$ cat src/rtl/ptmch_trg_gen_if.sv
// -----------------------------------------------------------------------------
// ptmch_trg_gen_if
// SPI command bus between the external host and the trigger generator.
//   spi_cs   : chip select, active-low, asynchronous to the system clock
//   spi_clk  : SPI clock, mode 0 (MOSI valid on the rising edge)
//   spi_mosi : serial command data, MSB first
// Modports: master = host side (drives the bus), slave = trigger generator.
// -----------------------------------------------------------------------------
interface ptmch_trg_gen_if;
    logic spi_cs;
    logic spi_clk;
    logic spi_mosi;

    modport master (output spi_cs, output spi_clk, output spi_mosi);
    modport slave  (input  spi_cs, input  spi_clk, input  spi_mosi);
endinterface

$ cat src/rtl/ptmch_trg_gen.sv
// -----------------------------------------------------------------------------
// ptmch_trg_gen
// SPI-programmed N_CH-channel trigger pulse generator.
// The SPI bus is oversampled in the clk200m domain. Frames of 8 + CNT_W bits
// ({op[2:0], ch[4:0], data[CNT_W-1:0]}) write per-channel DELAY / WIDTH /
// PERIOD / REPEAT registers or FIRE / STOP a set of channels. Each channel
// produces a one-shot pulse or a periodic pulse train.
// Ports:
//   clk200m  : system clock
//   reset_n  : asynchronous active-low reset
//   spi      : SPI command bus (slave modport)
//   trg_pls  : per-channel trigger pulses, registered
//   trg_busy : per-channel status, high while the channel is not idle
//   frm_err  : one-cycle pulse when a frame of the wrong length is discarded
// -----------------------------------------------------------------------------
module ptmch_trg_gen #(
    parameter int N_CH     = 3,
    parameter int CNT_W    = 16,
    parameter int SYNC_STG = 2
) (
    input  logic                clk200m,
    input  logic                reset_n,
    ptmch_trg_gen_if.slave      spi,
    output logic [N_CH-1:0]     trg_pls,
    output logic [N_CH-1:0]     trg_busy,
    output logic                frm_err
);

    localparam int FRAME_W = 8 + CNT_W;
    localparam int BCNT_W  = $clog2(FRAME_W + 2);

    localparam logic [BCNT_W-1:0] BCNT_FULL = BCNT_W'(FRAME_W);
    localparam logic [BCNT_W-1:0] BCNT_SAT  = BCNT_W'(FRAME_W + 1);
    localparam logic [CNT_W-1:0]  CNT_ONE   = {{(CNT_W-1){1'b0}}, 1'b1};
    localparam logic [CNT_W:0]    PER_ONE   = {{CNT_W{1'b0}}, 1'b1};

    localparam logic [2:0] OP_FIRE = 3'b100;
    localparam logic [2:0] OP_STOP = 3'b101;

    typedef enum logic [1:0] {
        ST_IDLE,
        ST_DLY,
        ST_PLS,
        ST_GAP
    } ch_state_t;

    // ------------------------------------------------------------------
    // SPI input synchronizers and edge detection
    // ------------------------------------------------------------------
    logic [SYNC_STG-1:0] cs_sync_reg;
    logic [SYNC_STG-1:0] sclk_sync_reg;
    logic [SYNC_STG-1:0] mosi_sync_reg;
    logic                cs_prev_reg;
    logic                sclk_prev_reg;

    logic cs_s, sclk_s, mosi_s;
    logic cs_rise, cs_fall, sclk_rise;

    always_ff @(posedge clk200m or negedge reset_n) begin
        if (!reset_n) begin
            cs_sync_reg   <= '0;
            sclk_sync_reg <= '0;
            mosi_sync_reg <= '0;
            cs_prev_reg   <= 1'b0;
            sclk_prev_reg <= 1'b0;
        end else begin
            cs_sync_reg   <= {cs_sync_reg[SYNC_STG-2:0],   spi.spi_cs};
            sclk_sync_reg <= {sclk_sync_reg[SYNC_STG-2:0], spi.spi_clk};
            mosi_sync_reg <= {mosi_sync_reg[SYNC_STG-2:0], spi.spi_mosi};
            cs_prev_reg   <= cs_s;
            sclk_prev_reg <= sclk_s;
        end
    end

    assign cs_s      = cs_sync_reg[SYNC_STG-1];
    assign sclk_s    = sclk_sync_reg[SYNC_STG-1];
    assign mosi_s    = mosi_sync_reg[SYNC_STG-1];
    assign cs_rise   = cs_s & ~cs_prev_reg;
    assign cs_fall   = ~cs_s & cs_prev_reg;
    assign sclk_rise = sclk_s & ~sclk_prev_reg;

    // ------------------------------------------------------------------
    // Frame assembly. frame_act_reg is only set by an observed CS falling
    // edge, so a CS that was already low when reset released (or the
    // synchronizers settling to an idle-high CS) never produces a frame
    // or a frame error.
    // ------------------------------------------------------------------
    logic                frame_act_reg;
    logic [FRAME_W-1:0]  shift_reg;
    logic [BCNT_W-1:0]   bit_cnt_reg;
    logic                exec_reg;
    logic [2:0]          exec_op_reg;
    logic [4:0]          exec_ch_reg;
    logic [CNT_W-1:0]    exec_data_reg;
    logic                frm_err_reg;

    always_ff @(posedge clk200m or negedge reset_n) begin
        if (!reset_n) begin
            frame_act_reg <= 1'b0;
            shift_reg     <= '0;
            bit_cnt_reg   <= '0;
            exec_reg      <= 1'b0;
            exec_op_reg   <= '0;
            exec_ch_reg   <= '0;
            exec_data_reg <= '0;
            frm_err_reg   <= 1'b0;
        end else begin
            exec_reg    <= 1'b0;
            frm_err_reg <= 1'b0;
            if (cs_fall) begin
                frame_act_reg <= 1'b1;
                bit_cnt_reg   <= '0;
            end else if (cs_rise) begin
                frame_act_reg <= 1'b0;
                if (frame_act_reg) begin
                    if (bit_cnt_reg == BCNT_FULL) begin
                        exec_reg      <= 1'b1;
                        exec_op_reg   <= shift_reg[FRAME_W-1 -: 3];
                        exec_ch_reg   <= shift_reg[FRAME_W-4 -: 5];
                        exec_data_reg <= shift_reg[CNT_W-1:0];
                    end else begin
                        frm_err_reg <= 1'b1;
                    end
                end
            end else if (frame_act_reg && !cs_s && sclk_rise) begin
                shift_reg <= {shift_reg[FRAME_W-2:0], mosi_s};
                if (bit_cnt_reg != BCNT_SAT) begin
                    bit_cnt_reg <= bit_cnt_reg + 1'b1;
                end
            end
        end
    end

    assign frm_err = frm_err_reg;

    // ------------------------------------------------------------------
    // Trigger channels
    // ------------------------------------------------------------------
    generate
        for (genvar gi = 0; gi < N_CH; gi++) begin : g_ch
            logic [CNT_W-1:0] delay_reg;
            logic [CNT_W-1:0] width_reg;
            logic [CNT_W-1:0] period_reg;
            logic             repeat_reg;

            ch_state_t        state_reg;
            logic [CNT_W-1:0] dly_cnt_reg;
            logic [CNT_W-1:0] wid_cnt_reg;
            logic [CNT_W:0]   per_cnt_reg;
            logic             pls_reg;
            logic             busy_reg;

            logic             mask_bit;
            logic             wr_hit;
            logic             fire_hit;
            logic             stop_hit;
            logic [CNT_W:0]   width_p1;
            logic [CNT_W:0]   per_eff;

            // FIRE/STOP select channels through the data field
            if (gi < CNT_W) begin : g_mask
                assign mask_bit = exec_data_reg[gi];
            end else begin : g_nomask
                assign mask_bit = 1'b0;
            end

            assign wr_hit   = exec_reg && (exec_ch_reg == 5'(gi));
            assign fire_hit = exec_reg && (exec_op_reg == OP_FIRE) && mask_bit;
            assign stop_hit = exec_reg && (exec_op_reg == OP_STOP) && mask_bit;

            // Rise-to-rise spacing, forced to leave at least one low cycle
            assign width_p1 = {1'b0, width_reg} + PER_ONE;
            assign per_eff  = ({1'b0, period_reg} > width_p1) ? {1'b0, period_reg} : width_p1;

            always_ff @(posedge clk200m or negedge reset_n) begin
                if (!reset_n) begin
                    delay_reg  <= '0;
                    width_reg  <= '0;
                    period_reg <= '0;
                    repeat_reg <= 1'b0;
                end else if (wr_hit) begin
                    case (exec_op_reg)
                        3'b000:  delay_reg  <= exec_data_reg;
                        3'b001:  width_reg  <= exec_data_reg;
                        3'b010:  period_reg <= exec_data_reg;
                        3'b011:  repeat_reg <= exec_data_reg[0];
                        default: ;
                    endcase
                end
            end

            // Working counters are loaded only on phase entry, so register
            // writes never disturb a phase already in progress. per_cnt_reg
            // runs through both PLS and GAP and measures rise-to-rise time.
            always_ff @(posedge clk200m or negedge reset_n) begin
                if (!reset_n) begin
                    state_reg   <= ST_IDLE;
                    dly_cnt_reg <= '0;
                    wid_cnt_reg <= '0;
                    per_cnt_reg <= '0;
                    pls_reg     <= 1'b0;
                    busy_reg    <= 1'b0;
                end else if (stop_hit && state_reg != ST_IDLE) begin
                    state_reg <= ST_IDLE;
                    pls_reg   <= 1'b0;
                    busy_reg  <= 1'b0;
                end else if (fire_hit) begin
                    if (delay_reg != '0) begin
                        state_reg   <= ST_DLY;
                        dly_cnt_reg <= delay_reg - CNT_ONE;
                        pls_reg     <= 1'b0;
                        busy_reg    <= 1'b1;
                    end else if (width_reg != '0) begin
                        state_reg   <= ST_PLS;
                        wid_cnt_reg <= width_reg - CNT_ONE;
                        per_cnt_reg <= per_eff - PER_ONE;
                        pls_reg     <= 1'b1;
                        busy_reg    <= 1'b1;
                    end else begin
                        state_reg <= ST_IDLE;
                        pls_reg   <= 1'b0;
                        busy_reg  <= 1'b0;
                    end
                end else begin
                    case (state_reg)
                        ST_DLY: begin
                            if (dly_cnt_reg != '0) begin
                                dly_cnt_reg <= dly_cnt_reg - CNT_ONE;
                            end else if (width_reg != '0) begin
                                state_reg   <= ST_PLS;
                                wid_cnt_reg <= width_reg - CNT_ONE;
                                per_cnt_reg <= per_eff - PER_ONE;
                                pls_reg     <= 1'b1;
                            end else begin
                                state_reg <= ST_IDLE;
                                busy_reg  <= 1'b0;
                            end
                        end
                        ST_PLS: begin
                            per_cnt_reg <= per_cnt_reg - PER_ONE;
                            if (wid_cnt_reg != '0) begin
                                wid_cnt_reg <= wid_cnt_reg - CNT_ONE;
                            end else begin
                                pls_reg <= 1'b0;
                                if (repeat_reg) begin
                                    state_reg <= ST_GAP;
                                end else begin
                                    state_reg <= ST_IDLE;
                                    busy_reg  <= 1'b0;
                                end
                            end
                        end
                        ST_GAP: begin
                            if (per_cnt_reg != '0) begin
                                per_cnt_reg <= per_cnt_reg - PER_ONE;
                            end else if (width_reg != '0) begin
                                state_reg   <= ST_PLS;
                                wid_cnt_reg <= width_reg - CNT_ONE;
                                per_cnt_reg <= per_eff - PER_ONE;
                                pls_reg     <= 1'b1;
                            end else begin
                                state_reg <= ST_IDLE;
                                busy_reg  <= 1'b0;
                            end
                        end
                        default: ;
                    endcase
                end
            end

            assign trg_pls[gi]  = pls_reg;
            assign trg_busy[gi] = busy_reg;
        end
    endgenerate

endmodule

$ cat src/flat_wrapper.sv
// flat-port wrapper written by rule: the top's interface ports become plain ports
module ptmch_trg_gen_flat 
#(
    parameter int N_CH     = 3,
    parameter int CNT_W    = 16,
    parameter int SYNC_STG = 2
)
  (clk200m, reset_n, trg_pls, trg_busy, frm_err, spi_spi_cs, spi_spi_clk, spi_spi_mosi);
  ptmch_trg_gen_if spi_i ();
  input  logic clk200m;
  input  logic reset_n;
  output logic [N_CH-1:0] trg_pls;
  output logic [N_CH-1:0] trg_busy;
  output logic frm_err;
  input wire logic [$bits(spi_i.spi_cs)-1:0] spi_spi_cs;
  input wire logic [$bits(spi_i.spi_clk)-1:0] spi_spi_clk;
  input wire logic [$bits(spi_i.spi_mosi)-1:0] spi_spi_mosi;
  assign spi_i.spi_cs = spi_spi_cs;
  assign spi_i.spi_clk = spi_spi_clk;
  assign spi_i.spi_mosi = spi_spi_mosi;
  ptmch_trg_gen #(.N_CH(N_CH), .CNT_W(CNT_W), .SYNC_STG(SYNC_STG)) u_core (.clk200m(clk200m), .reset_n(reset_n), .spi(spi_i), .trg_pls(trg_pls), .trg_busy(trg_busy), .frm_err(frm_err));
endmodule
$ cat config.mk
export PLATFORM = sky130hd
export DESIGN_NAME = ptmch_trg_gen_flat
export DESIGN_NICKNAME = d
export VERILOG_FILES = /design/src/rtl/ptmch_trg_gen_if.sv /design/src/rtl/ptmch_trg_gen.sv /design/src/flat_wrapper.sv
export SDC_FILE = /design/constraint.sdc
export NUM_CORES = 1
export LEC_CHECK = 0
export ABC_CLOCK_PERIOD_IN_PS = 9780
export BUFFER_PORTS_ARGS = -buffer_cell sky130_fd_sc_hd__buf_4
export CAP_MARGIN = 20
export CORE_UTILIZATION = 30
export CTS_CLUSTER_DIAMETER = 200
export DETAILED_ROUTE_END_ITERATION = 10
export GPL_TIMING_DRIVEN = 0
export PLACE_DENSITY = 0.54
export SKIP_LAST_GASP = 1
export SYNTH_ARGS = -nofsm -noshare
export SYNTH_HDL_FRONTEND = slang
export SYNTH_SLANG_ARGS = --single-unit
$ cat constraint.sdc
create_clock -name clk200m -period 9.78 [get_ports clk200m]
set_input_delay 1.956 -clock clk200m [delete_from_list [all_inputs] [get_ports clk200m]]
set_output_delay 1.956 -clock clk200m [all_outputs]
set_load 0.02 [all_outputs]
== Word-level counts from Yosys, hierarchy flattened ==
Index checks and enable logic that the tools add are counted.
W data, S select, Z words.

* Add/sub/neg operators: 22
* $lt $le $gt $ge: 3
* Eq/ne operators: 46
* Muxes and demuxes: 149
* Bitwise gates (word level): 11
* Reduce and logical (&&, ||, !) cells: 82

{| class="wikitable"
|+ Operators with widths
! operator !! number
|-
| $mux W16 || 30
|-
| $mux W17 || 18
|-
| $reduce_bool A16 Y1 || 12
|-
| $sub A16 B1 Y16 const B || 12
|-
| $pmux W17 S3 || 3
|-
| $pmux W16 S3 || 3
|-
| $sub A17 B1 Y17 const B || 6
|-
| $mux W1 || 58
|-
| $add A16 B1 Y17 const B || 3
|-
| $gt A16 B17 Y1 || 3
|-
| $reduce_bool A17 Y1 || 3
|-
| $mux W2 || 24
|-
| $reduce_and A4 Y1 || 10
|-
| $ne A4 B2 Y1 const B || 9
|-
| $reduce_and A2 Y1 || 12
|-
| $reduce_bool A2 Y1 || 12
|-
| $mux W5 || 4
|-
| $ne A3 B2 Y1 const B || 6
|-
| $pmux W1 S3 || 6
|-
| $pmux W2 S3 || 3
|-
| $reduce_and A6 Y1 || 3
|-
| $logic_and A1 B1 Y1 || 16
|-
| $reduce_and A5 Y1 || 3
|-
| $reduce_bool A5 Y1 || 3
|-
| other kinds (20) || 51
|}

* Bits in registers: 370
* Input port bits: 5
* Output and inout port bits: 7
* Word-level logic and storage cells: 356

== Logic depth before layout (Yosys ltp) ==
Gate-level depths: netlist (run 1).

* Depth after elaboration: 8
* Gate-level depth with buffers: 24
* Depth with buffers taken out: 21

== Least setup slack after synthesis (run 1) ==
No wires, ideal clock.

* Path type: register to register
* Start: register u_core.g_ch[1].width_reg[0]
* End: register u_core.g_ch[1].per_cnt_reg[16]
* Library setup time: 0.118 ns
* Arrival time: 5.307 ns
* Required time: 9.662 ns
* Path slack: 4.355 ns
* Stages on the path, launching flop included: 21
* Buffers on the path: 2
* Clock period less this slack: 5.425 ns
* Cells stage by stage: dfrtp_1 ha_1 nand4_1 or4_1 xor2_1 ha_1 a21o_1 a21oi_1 o211ai_1 a211oi_1 nor2_1 clkbuf_1 a21oi_1 ha_1 buf_1 nand2_1 nor4_1 nand4_1 or3_1 o22a_1 a21o_1

* Longest elaborated chain between the ends: 8
* Elaborated cells on any way between the ends: 11
* Classes of those cells: 2 x add/sub; 1 x order compare; 7 x mux; 1 x reduce/logical

{| class="wikitable"
|+ Ends and longest elaborated chain
! item !! line !! source
|-
| from (decl) || ptmch_trg_gen.sv:142 || <nowiki>logic [CNT_W-1:0] width_reg;</nowiki>
|-
| from (signal assigned) || ptmch_trg_gen.sv:184 || <nowiki>3'b001: width_reg <= exec_data_reg;</nowiki>
|-
| $add A16 B1 Y17 || ptmch_trg_gen.sv:172 || <nowiki>assign width_p1 = {1'b0, width_reg} + PER_ONE;</nowiki>
|-
| $gt A16 B17 Y1 || ptmch_trg_gen.sv:173 || <nowiki>assign per_eff = ({1'b0, period_reg} > width_p1) ? {1'b0, period_reg} : width_p1;</nowiki>
|-
| $mux W17 || ptmch_trg_gen.sv:173 ||
|-
| $sub A17 B1 Y17 || ptmch_trg_gen.sv:216, ptmch_trg_gen.sv:232, ptmch_trg_gen.sv:259 ||
|-
| $mux W17 * || ptmch_trg_gen.sv:213, ptmch_trg_gen.sv:229, ptmch_trg_gen.sv:256 ||
|-
| $mux W17, on equally long branches || ptmch_trg_gen.sv:254, ptmch_trg_gen.sv:227 ||
|-
| $pmux W17 S3 || ptmch_trg_gen.sv:225 || <nowiki>case (state_reg)</nowiki>
|-
| $mux W17 * || ptmch_trg_gen.sv:207 || <nowiki>end else if (fire_hit) begin</nowiki>
|-
| to (signal assigned) || ptmch_trg_gen.sv:216 || <nowiki>per_cnt_reg <= per_eff - PER_ONE;</nowiki>
|-
| to (signal assigned) || ptmch_trg_gen.sv:232 || <nowiki>per_cnt_reg <= per_eff - PER_ONE;</nowiki>
|-
| to (signal assigned) || ptmch_trg_gen.sv:255 || <nowiki>per_cnt_reg <= per_cnt_reg - PER_ONE;</nowiki>
|-
| to (decl) || ptmch_trg_gen.sv:149 || <nowiki>logic [CNT_W:0] per_cnt_reg;</nowiki>
|}

Every way passes the cells marked *; elsewhere a longest branch is shown, timed or not. The select of a mux whose other input is x is not followed.
A chain may end at the register's enable or synchronous reset.

== Worst setup path in the final report (run 1) ==
* Start: register u_core.g_ch[1].width_reg[6]
* End: register u_core.g_ch[1].per_cnt_reg[16]

The elaborated chain is that of the path after synthesis.

==> results of run 1 <==
[worst register-to-register path: stages, from the launching register on]
cell and delay [ns]:
dfrtp_1 0.32, clkbuf_1 0.46, nand4_1 0.36, nor3_1 0.54, nand2_1 0.13, xnor2_1 0.34
inv_1 0.08, ha_1 0.33, nand4_1 0.13, o211ai_1 0.37, o211ai_1 0.31, nor2_1 0.63
clkbuf_1 0.48, nor2_1 0.08, a21oi_1 0.16, ha_1 0.16, buf_1 0.30, nand2_1 0.12
nor4_1 0.68, nand4_1 0.28, or3_1 0.43, o22a_1 0.19, a21o_1 0.18
[worst max path at each step]
stage	startpoint	endpoint	slack (ns)	cells after the start
3_5_place_dp	u_core.g_ch[1].width_reg[6]	u_core.g_ch[1].per_cnt_reg[16]	2.70	22
4_1_cts	u_core.g_ch[1].width_reg[6]	u_core.g_ch[1].per_cnt_reg[16]	2.67	22
5_1_grt	u_core.g_ch[1].width_reg[7]	u_core.g_ch[1].per_cnt_reg[16]	1.99	22
2_1_floorplan	u_core.g_ch[1].width_reg[0]	u_core.g_ch[1].per_cnt_reg[16]	4.35	20
6_report	u_core.g_ch[1].width_reg[6]	u_core.g_ch[1].per_cnt_reg[16]	2.61	22
3_3_place_gp	u_core.g_ch[1].width_reg[6]	u_core.g_ch[1].per_cnt_reg[16]	2.73	22
[placed cells by master (no fill, tap or decap), drive strengths merged, types with 23 or more instances in the layout]
cell type / Yosys / layout
a211oi: 24 / 24
a21oi: 152 / 152
a31oi: 30 / 30
and3: 30 / 30
buf: 38 / 55
clkbuf: 114 / 172
dfrtp: 370 / 370
ha: 81 / 81
inv: 87 / 89
mux2: 191 / 191
mux2i: 57 / 57
nand2: 217 / 217
nand3: 100 / 100
nand4: 47 / 47
nor2: 262 / 262
nor3: 132 / 132
nor4: 49 / 49
o211ai: 28 / 28
o21ai: 213 / 213
o31ai: 23 / 23
or3: 51 / 51
or4: 25 / 25
xnor2: 77 / 77
xor2: 55 / 55
[per-stage QoR]
| step | setup WS (ns) | utilization, % | cells | hold slack (ns) | cell area (µm²) |
|---|---|---|---|---|---|
| floorplan | 4.355 | - | 2774 | 0.3312 | 24660 |
| global placement | 2.728 | 32.21 | 3845 | 0.3327 | 26070 |
| detailed placement | 2.697 | 32.35 | 3850 | 0.3355 | 26180 |
| CTS | 2.671 | 34.30 | 3929 | 0.3491 | 27760 |
| global route | 1.990 | 34.33 | 3932 | 0.3584 | 27780 |
| finish | 2.613 | 34.33 | 3933 | 0.3448 | 27790 |
[report_power, final]
group	switching, mW	internal [mW]
Clock	0.727	1.07
Sequential	0.0105	1.54
Combinational	0.0431	0.0160
[layer usage]
layer	up-vias	track usage [%]
met5	-	0
met4	0	5.171
met3	100	2.330
met2	506	28.43
met1	10600	25.48
li1	10400	-
[area by class of cell]
| cell class | instances | area share, % |
|---|---|---|
| tap | 1060 | 4.773 |
| sequential | 370 | 33.32 |
| antenna | 1 | 0.009006 |
| buffer | 152 | 2.292 |
| clock inverter | 23 | 1.315 |
| timing repair buffer | 19 | 0.7655 |
| clock buffer | 56 | 4.377 |
| inverter | 87 | 1.175 |
| multi-input combinational | 2165 | 51.97 |
[cells by family after synthesis]
group | Yosys count | synth area share, %
buffers and inverters | 239 | 3.906
adders and majority gates | 81 | 4.109
xor gates and xnor gates | 132 | 4.688
and+or+nand+nor | 1014 | 20.55
DFF | 370 | 37.54
muxes | 248 | 11.06
AOI/OAI and AO/OA | 690 | 18.14
==> out/metrics.yaml, run 1 <==
floorplan:
  pin_count: 12
  die_height_um: 288.7
  coreArea_um2: 80940
  fp.dieW_um: 288.7
  die-area_um2: 83360
  rows: 104
  initial_core_util_pct: 30.47
synthesis:
  synth_flop_cell: "dfrtp_1"
  synth_most_common_cell: "dfrtp_1"
  yosys_warnings: 0
  synth_top_area_share_pct: 37.54
  synth-edff-count: 0
  synth_area_leaders: "dfrtp_1, mux2_2, o21ai_0, ha_1, nor2_1"
  yosysTopAreaCell: "dfrtp_1"
  yosysSeqAreaShare_pct: 37.54
  ys_seq_elements: 370
  synthCells: 2774
  synth_fp_nets: 2860
  ys_types: 98
  synth_common_cells: "dfrtp_1, nor2_1, nand2_1, o21ai_0, mux2_2"
  synthesis.area_um2: 24660
  async_reset_ff_share_pct: 100.0
  synth_area_per_cell_um2: 8.891
clock_tree:
  cts_resized: 0
  cts_tree: "built"
  numCtsBuffers: 44
  cts_buffer_depth: 3
  cts_setup_buffers: 0
  clk_pin_slew_worst_paths_ns: 0.06
  ctsHoldBuffers: 0
  clk-insertion-delay-late_ns: 0.61
  cts.sinks: 370
  ctsHtreeMaxLevel: 2
  root_buffer: "clkbuf_16"
finish:
  largest_reg_flops: 51
  drive_above_1_share_pct: 12.81
  area_growth_pct: 12.66
  multi_input_comb_area_um2: 14440
  nets: 2925
  regArea_um2: 9259
  n_fill_cell: 8450
setup_path:
  r2r_start: "u_core.g_ch[1].width_reg[6]"
  max_stage_delay_ns: 0.68
  r2r_setup_slack_ns: 2.61
  crit_family: "simple AND/OR/NAND/NOR gates"
  r2r_end: "u_core.g_ch[1].per_cnt_reg[16]"
  cp-start-kind: "flip-flop"
  end_kind: "flip-flop"
  crit_type: "reg -> reg"
  critPathBufInv: 4
  cp.required_ns: 10.26
  path_cells: "clkbuf_1, nand4_1, nor3_1, nand2_1, xnor2_1, inv_1, ha_1, nand4_1, o211ai_1, o211ai_1, nor2_1, clkbuf_1, nor2_1, a21oi_1, ha_1, buf_1, nand2_1, nor4_1, nand4_1, or3_1, o22a_1, a21o_1"
  path_common_cell: "nand4_1"
  crit_fanout: 10
  reg2reg_depth: 22
  crit_arrival_ns: 7.65
  slowest_stage: "nor4_1"
timing:
  rsz0062_at_grt: "no"
  period_share_pct: 73.29
  timing_worst_slew_pin_value_ns: 1.034
  fin_skew_ns: 0.04002
  timing.setup.tns_ns: 0
  setup_viol: 0
  relSlewSlack_pct: 31.05
  hold_viol: 0
  max_freq_ghz: 0.1395
  slew_violations: 0
  finalCriticalPeriod_ns: 7.167
global_routing:
  antenna_found_initial: 3
  grt_pass1_vias: 20640
  grt_pass1_wl_um: 119300
  overflow: 0
  grt_use_total_pct: 17.97
  grt_max_degree: 109
detailed_routing:
  vias: 21610
  drt_iter0_drc: 1743
  drtAntennaViolNets: 0
  wl_um: 75080
  wl_met2_um: 33970
  route.met3.wl_um: 3497
  drtPass1Iterations: 6
  vias_per_cell: 5.494
  top_layer: "met4"
  met1_length_um: 35850
  post_drt_wl_per_cell_um: 19.09
  route.detailed.drc: 0
power_and_ir_drop:
  peakVddDrop_uv: 97.92
  leakage_nw: 12.19
  powerDensity_nw_per_um2: 122.8
  power_mw: 3.412
placed_design:
  place_hpwl_um: 53700
  numPortBuffers: 11
  gp_congestion: 0.8868
worst_hold_path:
  min_path_type: "reg -> reg"
  holdPathEnd: "u_core.cs_sync_reg[1]"
  hp-start: "u_core.cs_sync_reg[0]"
  min_path_cells: 0
run_status:
  status: "finished clean"
run:
  maxCapViolCount: 0
Note: power is estimated with default switching activity, not from simulation.
==> run 2, diff against run 1 <==
--- a/config.mk
+++ b/config.mk
@@ -5,7 +5,7 @@
 export SDC_FILE = /design/constraint.sdc
 export NUM_CORES = 1
 export LEC_CHECK = 0
-export ABC_CLOCK_PERIOD_IN_PS = 9780
+export ABC_CLOCK_PERIOD_IN_PS = 6950
 export BUFFER_PORTS_ARGS = -buffer_cell sky130_fd_sc_hd__buf_4
 export CAP_MARGIN = 20
 export CORE_UTILIZATION = 30
==> constraint.sdc (replaced) <==
create_clock -name clk200m -period 6.95 [get_ports clk200m]
set_input_delay 1.39 -clock clk200m [delete_from_list [all_inputs] [get_ports clk200m]]
set_output_delay 1.39 -clock clk200m [all_outputs]
set_load 0.02 [all_outputs]
==> run 2 against run 1 <==
Net effect: die area unchanged; routed wire length down 0.27%; worst hold slack about the same; cell count unchanged; highest routed layer unchanged; sequential power up 41%; largest power group unchanged; power up 41%; design area up 0.12%.
==> out/metrics.yaml, run 2 (synthesis gave the netlist of run 1 again) <==
global_routing:
  grt_max_degree: 109  # unchanged
  grt_use_total_pct: 17.97  # unchanged
  grt_pass1_vias: 20640  # unchanged
  overflow: 0  # unchanged
  grt_pass1_wl_um: 119300  # unchanged
  antenna_found_initial: 3  # unchanged
clock_tree:
  cts_tree: "built"
  clk-insertion-delay-late_ns: 0.61  # about the same
  ctsHtreeMaxLevel: 2  # unchanged
  numCtsBuffers: 44  # unchanged
  cts_buffer_depth: 3  # unchanged
  clk_pin_slew_worst_paths_ns: 0.06  # about the same
  root_buffer: "clkbuf_16"
  cts.sinks: 370  # unchanged
  ctsHoldBuffers: 0  # unchanged
  cts_setup_buffers: 0  # unchanged
setup_path:
  r2r_setup_slack_ns: 0.46  # -2.15 ns
  crit_fanout: 10  # unchanged
  crit_type: "reg -> reg"
  end_kind: "flip-flop"
  critPathBufInv: 2  # -2
  r2r_start: "u_core.g_ch[1].width_reg[6]"
  max_stage_delay_ns: 0.60  # -0.08 ns
  crit_arrival_ns: 6.96  # -0.69 ns
  reg2reg_depth: 19  # -14%
  crit_family: "simple AND/OR/NAND/NOR gates"
  r2r_end: "u_core.g_ch[1].per_cnt_reg[16]"
  path_cells: "clkbuf_1, nand4_1, or4_1, xor2_1, ha_1, a21o_1, a21oi_1, o211ai_1, o211ai_1, nor2_4, o21ai_0, ha_1, buf_1, nand2_1, nor4_2, nand4_1, or3_1, o22a_1, a21o_1"
  cp.required_ns: 7.43  # -2.83 ns
  slowest_stage: "o211ai_1"
  cp-start-kind: "flip-flop"
timing:
  period_share_pct: 93.34  # +20 points
  timing_worst_slew_pin_value_ns: 1.094  # +0.05992 ns
  max_freq_ghz: 0.1542  # +10%
  setup_viol: 0  # unchanged
  hold_viol: 0  # unchanged
  rsz0062_at_grt: "no"
  fin_skew_ns: 0.04108  # +0.001054 ns
  slew_violations: 0  # unchanged
  relSlewSlack_pct: 27.06  # -4.0 points
  finalCriticalPeriod_ns: 6.487  # -0.6802 ns
power_and_ir_drop:
  pwr-share-clk_pct: 52.8  # about the same
  leakage_nw: 12.19  # about the same
  power.switching_mw: 1.096  # +40%
  power_mw: 4.798  # +41%
  p_int_mw: 3.702  # +41%
  power.share.switching_pct: 22.84  # -0.047 points
  power.share.sequential_pct: 45.5  # about the same
  peakVddDrop_uv: 137.9  # +41%
  powerDensity_nw_per_um2: 172.5  # +40%
  p_comb_share_pct: 1.7  # about the same
detailed_routing:
  vias: 21610  # -0.014%
  drtPass1Iterations: 8  # +2
  vias_per_cell: 5.494  # about the same
  wl_um: 74880  # -0.27%
  drt_iter0_drc: 1765  # +1.3%
  post_drt_wl_per_cell_um: 19.04  # -0.27%
  route.detailed.drc: 0  # unchanged
  drtAntennaViolNets: 0  # unchanged
floorplan:
  initial_core_util_pct: 30.47  # unchanged
  die-area_um2: 83360  # unchanged
  pin_count: 12  # unchanged
  fp.dieW_um: 288.7  # unchanged
  die_height_um: 288.7  # unchanged
  rows: 104  # unchanged
  coreArea_um2: 80940  # unchanged
finish:
  nets: 2925  # unchanged
  layout_commonest_cell: "dfrtp_1"
  area_growth_pct: 12.79
  multi_input_comb_area_um2: 14470  # +0.22%
  regArea_um2: 9259  # unchanged
  stdcell_count: 3933  # unchanged
  n_fill_cell: 8442  # -0.095%
  largest_reg_flops: 51  # unchanged
  final_cell_mix: "dfrtp_1, nor2_1, nand2_1, o21ai_0, mux2_2"
  drive_above_1_share_pct: 12.99  # +0.17 points
worst_hold_path:
  hp-start: "u_core.cs_sync_reg[0]"
  min_path_type: "reg -> reg"
  holdPathEnd: "u_core.cs_sync_reg[1]"
  min_path_cells: 0  # unchanged
run_status:
  status: "finished clean"
placed_design:
  place_hpwl_um: 53700  # unchanged
  numPortBuffers: 11  # unchanged
  dp.cells: 3850  # unchanged
  gp_congestion: 0.8868  # unchanged
run:
  maxCapViolCount: 0  # unchanged
## run 2: per-stage QoR
step / hold WS [ns] / instance area [µm²] / setup WS (ns) / setup TNS (ns) / util (%)
detailed placement: 0.3355 / 26180 / -0.1329 / -0.1329 / 32.35
finish: 0.3448 / 27820 / 0.4628 / 0 / 34.37
floorplan: 0.3312 / 24660 / 1.525 / 0 / -
global route: 0.3584 / 27820 / 0.03617 / 0 / 34.37
CTS: 0.3491 / 27770 / 0.02775 / 0 / 34.31
global placement: 0.3327 / 26070 / -0.1018 / -0.1018 / 32.21
## run 2: power groups by stage
stage               Clock, mW  Combinational (mW)  Sequential (mW)
global placement            0              0.0791             2.22
finish                   2.53              0.0834             2.18
global route             2.68              0.0987             2.18
detailed placement          0              0.0879             2.22
floorplan                   0              0.0269             2.22
CTS                      2.60              0.0879             2.18
## run 2: metal layers
metal | global-route usage (%) | vias to the layer above | part of all wire, % | routed length (µm)
li1 | - | 10390 | - | -
met1 | 25.48 | 10560 | 48 | 35620
met2 | 28.43 | 557 | 45 | 33850
met3 | 2.330 | 100 | 4.8 | 3626
met4 | 5.171 | 0 | 2.4 | 1784
met5 | 0 | - | 0 | 0
## run 2: worst max-delay path by stage
stage / from / to / slack [ns] / cells past startpoint
floorplan: u_core.g_ch[1].width_reg[0] / u_core.g_ch[1].per_cnt_reg[16] / 1.52 / 20
global placement: u_core.g_ch[1].width_reg[6] / u_core.g_ch[1].per_cnt_reg[16] / -0.10 / 22
detailed placement: u_core.g_ch[1].width_reg[6] / u_core.g_ch[1].per_cnt_reg[16] / -0.13 / 22
CTS: u_core.g_ch[1].width_reg[0] / u_core.g_ch[1].per_cnt_reg[16] / 0.03 / 19
global route: u_core.g_ch[1].width_reg[7] / u_core.g_ch[1].per_cnt_reg[16] / 0.04 / 19
finish: u_core.g_ch[1].width_reg[6] / u_core.g_ch[1].per_cnt_reg[16] / 0.46 / 19
## run 2: final cells by class
type,instances,share of cell area [%]
Antenna cell,1,0.008995
Tap cell,1060,4.767
Timing Repair Buffer,19,0.7646
Sequential cell,370,33.28
Multi-Input combinational cell,2165,52.02
Buffer,152,2.294
Clock buffer,56,4.372
Inverter,87,1.174
Clock inverter,23,1.313
## run 2: what timing repair did
item / 4_1_cts / 5_1_grt
pin swaps: 0 / 0
setup endpoints to repair: 2 / 7
gates resized for setup: 1 / 7
endpoints found under the hold margin: 0 / 0
==> run 3, diff against run 2 <==
--- a/config.mk
+++ b/config.mk
@@ -5,7 +5,7 @@
 export SDC_FILE = /design/constraint.sdc
 export NUM_CORES = 1
 export LEC_CHECK = 0
-export ABC_CLOCK_PERIOD_IN_PS = 6950
+export ABC_CLOCK_PERIOD_IN_PS = 7400
 export BUFFER_PORTS_ARGS = -buffer_cell sky130_fd_sc_hd__buf_4
 export CAP_MARGIN = 20
 export CORE_UTILIZATION = 30
==> constraint.sdc (replaced) <==
create_clock -name clk200m -period 7.4 [get_ports clk200m]
set_input_delay 1.48 -clock clk200m [delete_from_list [all_inputs] [get_ports clk200m]]
set_output_delay 1.48 -clock clk200m [all_outputs]
set_load 0.02 [all_outputs]
==> run 3 against run 2 <==
Net effect: count of clock-buffer cells in the layout unchanged; design area about the same; first-iteration DRC count decreased by 1.5%; combinational power decreased by 6.2%; worst hold slack about the same; register-to-register slack improved by 0.11 ns; routed wire length increased by 0.23%; clock power decreased by 6%; worst setup slack improved by 0.11 ns; critical path depth increased by 1; die area unchanged.
==> out/metrics.yaml, run 3 (synthesis gave the netlist of run 1 again) <==
run_status:
  status: "finished clean"
setup_path:
  end_kind: "flip-flop"
  cp-start-kind: "flip-flop"
  cp.required_ns: 7.88  # +0.45 ns
  crit_type: "reg -> reg"
  crit_fanout: 10  # unchanged
  crit_arrival_ns: 7.30  # +0.34 ns
floorplan:
  fp.dieW_um: 288.7  # unchanged
  coreArea_um2: 80940  # unchanged
  die_height_um: 288.7  # unchanged
  die-area_um2: 83360  # unchanged
  initial_core_util_pct: 30.47  # unchanged
  rows: 104  # unchanged
  pin_count: 12  # unchanged
power_and_ir_drop:
  peakVddDrop_uv: 129.5  # -6.1%
  power.share.switching_pct: 22.85  # about the same
  power.share.sequential_pct: 45.5  # about the same
  leakage_nw: 12.19  # about the same
  power.switching_mw: 1.030  # -6.1%
  powerDensity_nw_per_um2: 162.1  # -6.0%
  p_int_mw: 3.477  # -6.1%
  p_comb_share_pct: 1.7  # about the same
  pwr-share-clk_pct: 52.8  # about the same
timing:
  timing.setup.tns_ns: 0  # unchanged
  fin_skew_ns: 0.03876  # -0.002316 ns
  rsz0062_at_grt: "no"
  setup_ws_ns: 0.5759  # +0.1130 ns
  holdWs_ns: 0.3448  # -0.000009000 ns
  hold_viol: 0  # unchanged
  slew_violations: 0  # unchanged
  finalCriticalPeriod_ns: 6.824  # +0.3370 ns
  relSlewSlack_pct: 31.44  # +4.4 points
  period_share_pct: 92.22  # -1.1 points
  timing_worst_slew_pin_value_ns: 1.028  # -0.06570 ns
  setup_viol: 0  # unchanged
  max_freq_ghz: 0.1465  # -4.9%
detailed_routing:
  vias: 21620  # +0.056%
  drtPass1Iterations: 6  # -2
  post_drt_wl_per_cell_um: 19.08  # +0.23%
  drt_iter0_drc: 1738  # -1.5%
  drtAntennaViolNets: 0  # unchanged
  wl_um: 75050  # +0.23%
  vias_per_cell: 5.497  # about the same
  route.detailed.drc: 0  # unchanged
clock_tree:
  root_buffer: "clkbuf_16"
  cts_tree: "built"
  ctsHtreeMaxLevel: 2  # unchanged
  numCtsBuffers: 44  # unchanged
  ctsHoldBuffers: 0  # unchanged
  cts_buffer_depth: 3  # unchanged
  cts.sinks: 370  # unchanged
  clk_pin_slew_worst_paths_ns: 0.06  # about the same
  clk-insertion-delay-late_ns: 0.61  # about the same
placed_design:
  pre_cts_slack_ns: 0.3171  # +0.4500 ns
  numPortBuffers: 11  # unchanged
  gp_congestion: 0.8868  # unchanged
  place_hpwl_um: 53700  # unchanged
global_routing:
  overflow: 0  # unchanged
  grt_use_total_pct: 17.97  # unchanged
  grt_max_degree: 109  # unchanged
  grt_pass1_vias: 20640  # unchanged
  antenna_found_initial: 3  # unchanged
  grt_pass1_wl_um: 119300  # unchanged
finish:
  area_growth_pct: 12.70  # about the same
  largest_reg_flops: 51  # unchanged
  nets: 2925  # unchanged
  drive_above_1_share_pct: 12.88  # -0.10 points
  final_cell_mix: "dfrtp_1, nor2_1, nand2_1, o21ai_0, mux2_2"
  layout_commonest_cell: "dfrtp_1"
run:
  maxCapViolCount: 0  # unchanged
worst_hold_path:
  min_path_type: "reg -> reg"
## run 3: area by class of cell
cell class	instances	area, µm²
Antenna cell	1	2.502
Buffer	152	636.9
Clock buffer	56	1216
Clock inverter	23	365.4
Fill cell	8448	53140
Inverter	87	326.6
Multi-Input combinational cell	2165	14450
Sequential cell	370	9259
Tap cell	1060	1326
Timing Repair Buffer	19	212.7
## run 3: stage by stage
stage,power (mW),std cells,utilization (%),area (µm²)
CTS,4.574,3929,34.30,27760
global placement,2.161,3845,32.21,26070
detailed placement,2.169,3850,32.35,26180
global route,4.665,3932,34.34,27790
finish,4.507,3933,34.34,27800
floorplan,2.108,2774,-,24660
## run 3: path summary, 6_finish.rpt
kind | slack, ns | startpoint | end | cells past startpoint
max | 0.58 | u_core.g_ch[1].width_reg[6] | u_core.g_ch[1].per_cnt_reg[16] | 20
min in group asynchronous | 0.86 | reset_n | u_core.g_ch[0].wid_cnt_reg[8] | 1
max reg2reg | 0.58 | u_core.g_ch[1].width_reg[6] | u_core.g_ch[1].per_cnt_reg[16] | 20
min | 0.34 | u_core.cs_sync_reg[0] | u_core.cs_sync_reg[1] | 0
min reg2reg | 0.34 | u_core.cs_sync_reg[0] | u_core.cs_sync_reg[1] | 0
max in group asynchronous | 5.10 | reset_n | u_core.g_ch[1].dly_cnt_reg[7] | 3
## run 3: timing repair
item | CTS | global route
buffers inserted | 0 | 0
hold endpoints to repair | 0 | 0
gates resized for setup | 0 | 2
setup endpoints to repair | 0 | 5
## run 3: metal layers
metal	global-route usage, %	vias to the layer above	routed length, µm	part of all wire (%)
met4	5.171	0	1765	2.4
li1	-	10410	-	-
met2	28.43	515	33960	45
met3	2.330	102	3580	4.8
met5	0	-	0	0
met1	25.48	10590	35750	48
## run 3: worst max-delay path, cell delays in order (launching register included)
cell and delay [ns]:
dfrtp_1 0.32, clkbuf_1 0.46, nand4_1 0.35, nor3_1 0.58, nand2_1 0.14, xnor2_1 0.34
inv_1 0.08, ha_1 0.32, a21oi_1 0.17, o211ai_1 0.20, a211oi_1 0.76, nor2_2 0.27
o21ai_0 0.52, ha_1 0.23, buf_1 0.30, nand2_1 0.14, nor4_2 0.47, nand4_1 0.25
or3_1 0.43, o22a_1 0.19, a21o_1 0.18
## run 3: power groups by stage
stage                     clock, mW  combinational (mW)  sequential, mW
after floorplan                   0              0.0252            2.08
after global placement            0              0.0743            2.09
after detailed placement          0              0.0825            2.09
after CTS                      2.44              0.0826            2.05
after global routing           2.52              0.0927            2.05
final                          2.38              0.0782            2.05
